===== src/rtl/ifu_fetch.sv =====
// Instruction-fetch unit: owns the PC, drives the IM read port and holds fetched words in a
// valid/ready IF register. Optional fetch-address checking is enabled by FETCH_ADDR_CHECK_EN.
module ifu_fetch #(
  parameter logic [31:0] PC_RESET    = 32'h0000_3000,
  parameter int unsigned IM_ROM_SIZE = 4096
) (
  input  logic        clk,
  input  logic        reset,
  output logic [31:0] im_pc,
  input  logic [31:0] im_instr,
  output logic        if_valid,
  input  logic        if_ready,
  output logic [31:0] if_pc,
  output logic [31:0] if_instr,
  input  logic [1:0]  npc_op,
  input  logic        br_taken,
  input  logic [15:0] imm16,
  input  logic [25:0] imm26,
  input  logic [31:0] jr_target,
  output logic        if_fault
);

  localparam logic [1:0] OP_BR = 2'b01;
  localparam logic [1:0] OP_J  = 2'b10;
  localparam logic [1:0] OP_JR = 2'b11;

  typedef enum logic {
    ST_RUN   = 1'b0,
    ST_FAULT = 1'b1
  } state_t;

  state_t      state;
  logic [31:0] pc;

  logic        accept_c;
  logic        advance_c;
  logic        redirect_c;
  logic [31:0] pc_plus4_c;
  logic [31:0] br_target_c;
  logic [31:0] j_target_c;
  logic [31:0] target_c;

  assign im_pc = pc;

  // Handshake qualifiers; redirect requests only count when decode consumes the word.
  assign accept_c    = if_valid & if_ready;
  assign advance_c   = ~if_valid | if_ready;
  assign redirect_c  = accept_c & ((npc_op == OP_JR) | (npc_op == OP_J) |
                                   ((npc_op == OP_BR) & br_taken));

  // Redirect targets are relative to the instruction being consumed, not the fetch PC.
  assign pc_plus4_c  = pc + 32'd4;
  assign br_target_c = if_pc + 32'd4 + {{14{imm16[15]}}, imm16, 2'b00};
  assign j_target_c  = {if_pc[31:28], imm26, 2'b00};

  always_comb begin
    target_c = jr_target;
    case (npc_op)
      OP_BR:   target_c = br_target_c;
      OP_J:    target_c = j_target_c;
      default: target_c = jr_target;
    endcase
  end

`ifdef FETCH_ADDR_CHECK_EN
  localparam logic [32:0] WIN_LO = {1'b0, PC_RESET};
  localparam logic [32:0] WIN_HI = WIN_LO + (33'(IM_ROM_SIZE) * 33'd4);

  logic fault_q;
  logic pc_legal_c;

  // Window compare in 33 bits so a window ending at 4 GiB does not wrap.
  assign pc_legal_c = (pc[1:0] == 2'b00) && ({1'b0, pc} >= WIN_LO) && ({1'b0, pc} < WIN_HI);
  assign if_fault   = fault_q;
`else
  assign if_fault   = 1'b0;
`endif

  // State, PC and IF output register.
  always_ff @(posedge clk or negedge reset) begin
    if (!reset) begin
      state    <= ST_RUN;
      pc       <= PC_RESET;
      if_valid <= 1'b0;
      if_pc    <= 32'h0;
      if_instr <= 32'h0;
`ifdef FETCH_ADDR_CHECK_EN
      fault_q  <= 1'b0;
`endif
    end else begin
      case (state)
        ST_RUN: begin
          if (redirect_c) begin
            pc       <= target_c;
            if_valid <= 1'b0;
          end else if (advance_c) begin
`ifdef FETCH_ADDR_CHECK_EN
            if (!pc_legal_c) begin
              // Hand a nop tagged with the bad PC to decode, then freeze.
              if_valid <= 1'b1;
              if_pc    <= pc;
              if_instr <= 32'h0;
              fault_q  <= 1'b1;
              state    <= ST_FAULT;
            end else
`endif
            begin
              if_valid <= 1'b1;
              if_pc    <= pc;
              if_instr <= im_instr;
              pc       <= pc_plus4_c;
            end
          end
        end
        ST_FAULT: begin
          if (accept_c) begin
            if_valid <= 1'b0;
          end
        end
        default: state <= ST_RUN;
      endcase
    end
  end

endmodule


===== config.mk =====
export PLATFORM = sky130hd
export DESIGN_NAME = ifu_fetch
export DESIGN_NICKNAME = d
export VERILOG_FILES = /design/src/rtl/ifu_fetch.sv
export SDC_FILE = /design/constraint.sdc
export NUM_CORES = 1
export LEC_CHECK = 0
export ABC_AREA = 1
export CORE_MARGIN = 5
export CORE_UTILIZATION = 47
export DETAILED_ROUTE_END_ITERATION = 16
export MAX_ROUTING_LAYER = met4
export PLACE_DENSITY = 0.78
export SLEW_MARGIN = 10
export SYNTH_ARGS = -nofsm -noshare
export SYNTH_HDL_FRONTEND = slang
export SYNTH_SLANG_ARGS = --single-unit

===== constraint.sdc =====
create_clock -name clk -period 2.5 [get_ports clk]
set_clock_uncertainty 0.05 [all_clocks]
set_input_delay 0.5 -clock clk [delete_from_list [all_inputs] [get_ports clk]]
set_output_delay 0.5 -clock clk [all_outputs]
set_load 0.02 [all_outputs]

==> flow_summary.json <==
{
  "synth_ff_type": "dfrtp_1",
  "cts_root_buffer": "clkbuf_16",
  "yosys.area_share.adder": 0.102,
  "ys_ff_latch": 97,
  "coreArea_um2": 15900,
  "seq_area_um2": 2430,
  "dp_hpwl_um": 23500,
  "rows": 46,
  "grt_pass1_vias": 9006,
  "ys.warnings.count": 0,
  "die_h_um": 138,
  "layout_commonest_cell": "nand2_1",
  "fin_tns_setup_ns": -0.0141,
  "numPortBuffers": 208,
  "place.gp.congestion": 0.992,
  "outcome": "finished, violations left",
  "htree_levels": 3,
  "fin_ws_ns": -0.0141,
  "rsz0062_at_grt": "true",
  "via_per_inst": 5.70,
  "powerDensity_nw_per_um2": 916,
  "finalHoldViolations": 7,
  "synth_fp_nets": 1341,
  "yosysTopAreaCellShare": 0.309,
  "cts_buffer_depth": 2,
  "track_usage": 0.327,
  "critical_path_class": "in -> reg",
  "max_freq_ghz": 0.398,
  "synth_largest_area_cell": "dfrtp_1",
  "p_leak_nw": 5.94,
  "drive_gt1_frac": 0.231,
  "stdcell_count": 1700,
  "synth-xor-area-share": 0.0182,
  "drv_slew": 0,
  "layout_common_cells": "349 x nand2_1, 192 x clkdlybuf4s50_1, 126 x inv_1, 123 x buf_4, 102 x nor2_1",
  "whs_ns": -0.00318,
  "pin_count": 210,
  "syn-cell-area_um2": 7690,
  "cp_data_arrival_time_ns": 2.70,
  "critPathLaunchType": "input pin",
  "die_x_um": 138,
  "synth-edff-count": 0,
  "numCtsBuffers": 9,
  "fin_crit_sh": 1.01,
  "worstPathMaxFanout": 4,
  "overflow": 0,
  "synthMuxAreaShare": 0,
  "synth_top_family_by_area": "simple AND/OR/NAND/NOR gates",
  "clkLatencyLatePin_ns": 0.35,
  "ant_nets": 0,
  "drtIter0Drc": 1306,
  "fin_nets": 1653,
  "seq_area_frac_synth": 0.316,
  "clock_sinks": 97,
  "antenna_found_initial": 0,
  "drv_cap": 0,
  "p_total_mw": 11.3,
  "placed_cell_area_um2": 10900,
  "synth_compound_area_frac": 0.132,
  "cts_tree": "yes",
  "antenna_cells": 0,
  "endpoint_kind": "flop",
  "netlist_instances": 1167,
  "ys_types": 46,
  "die-area_um2": 19000,
  "dp_cells": 1674,
  "start_util": 0.482,
  "required_ns": 2.69,
  "area_growth_pct": 60.0,
  "wl_um": 33700,
  "synth_area_leaders": "dfrtp_1 31%, nand2_1 19%, ha_1 9.9%, inv_1 6.4%, nor2_1 6.1%",
  "multiInputGateArea_um2": 5590,
  "cts.reportedPaths.clkPinSlew_ns": 0.07,
  "async_flop_share": 1.00,
  "grt_max_degree": 76,
  "grt_pass1_wl_um": 46500,
  "wl_per_cell_um": 19.8,
  "drc_errors": 0,
  "dp_slack_ns": -0.650,
  "period_needed_ns": 2.51,
  "fill_cells": 1112,
  "utilization": 0.772,
  "drtPass1Iterations": 8,
  "ir_drop_v": 0.000522,
  "vias": 9697,
  "final_area_um2": 12300,
  "min_path_type": "in -> async",
  "yosys.area_share.simple": 0.343,
  "setup_viol": 1,
  "violations": "negative hold slack, negative setup slack",
  "avgSynthCellArea_um2": 6.59
}
worst max-delay path, cell delays in order:
cell and delay [ns]:
clkdlybuf4s50_1 0.50, ha_4 0.21, ha_4 0.29, nand2_1 0.07, nand2_1 0.11, inv_1 0.06
nand2_1 0.09, inv_1 0.07, nand2_2 0.09, inv_1 0.04, nand2_1 0.08, nand2_1 0.06
nand2_1 0.05, o21ai_0 0.09, buf_4 0.17, a21oi_2 0.15, nor2_1 0.05
cells by family (layout without fill, tap and decap cells):
| logic type | Yosys count | after routing |
|---|---|---|
| buf+inv | 172 | 489 |
| flops | 97 | 97 |
| simple gates | 634 | 634 |
| other cells | 1 | 1 |
| fa+ha+maj | 62 | 62 |
| xor+xnor | 16 | 16 |
| compound gates | 185 | 185 |
cell usage after synthesis (all sizes together), types with 14 or more instances:
library cell,number
nand2,399
inv,133
nor2,128
dfrtp,95
a21oi,88
o21ai,62
ha,61
nand3,60
buf,22
nand4,20
nor3,18
clkbuf,16
xor2,14
per-layer routing:
metal,track usage,share of wire,vias to the layer above
li1,-,-,4393
met1,0.425,0.39,4475
met2,0.516,0.45,681
met3,0.0599,0.11,148
met4,0.113,0.047,0
met5,-,0,-
power by group:
group          switching [mW]  internal (mW)  total, mW
sequential              0.535           1.97       2.50
clock                   0.606          0.773       1.38
combinational            4.10           3.30       7.39
total                    5.24           6.04       11.3
area by class of cell:
type	count	area share
well taps	216	0.0220
clock buffers	9	0.0183
clock inverters	7	0.00580
inverters	134	0.0411
multi-input cells	898	0.454
flip-flops and latches	97	0.198
repair buffers	339	0.261
sequential cells by signal, indices dropped and copies added, names as in the netlist:
| signal | flops |
|---|---|
| im_pc | 32 |
| if_pc | 32 |
| if_valid | 1 |
| if_instr | 32 |
what timing repair did:
| action | CTS | global route |
|---|---|---|
| endpoints found under the setup margin | 25 | 25 |
| resized for setup | 86 | 130 |
| hold buffers | 0 | 0 |
| cloned | 1 | 0 |
| setup buffers | 3 | 6 |
| endpoints found under the hold margin | 0 | 0 |
| pin swaps | 24 | 49 |
final timing paths:
check	cells past startpoint	end	slack (ns)	from
min in group clk	2	if_instr[26]	0.42	if_instr[26]
max in group asynchronous	2	if_pc[10]	1.67	reset
max	17	im_pc[16]	-0.01	imm16[13]
min reg2reg	2	if_instr[26]	0.42	if_instr[26]
max reg2reg	18	im_pc[26]	0.02	if_pc[2]
min	1	im_pc[30]	-0.003	reset
Power figures use the tool's default switching activity.
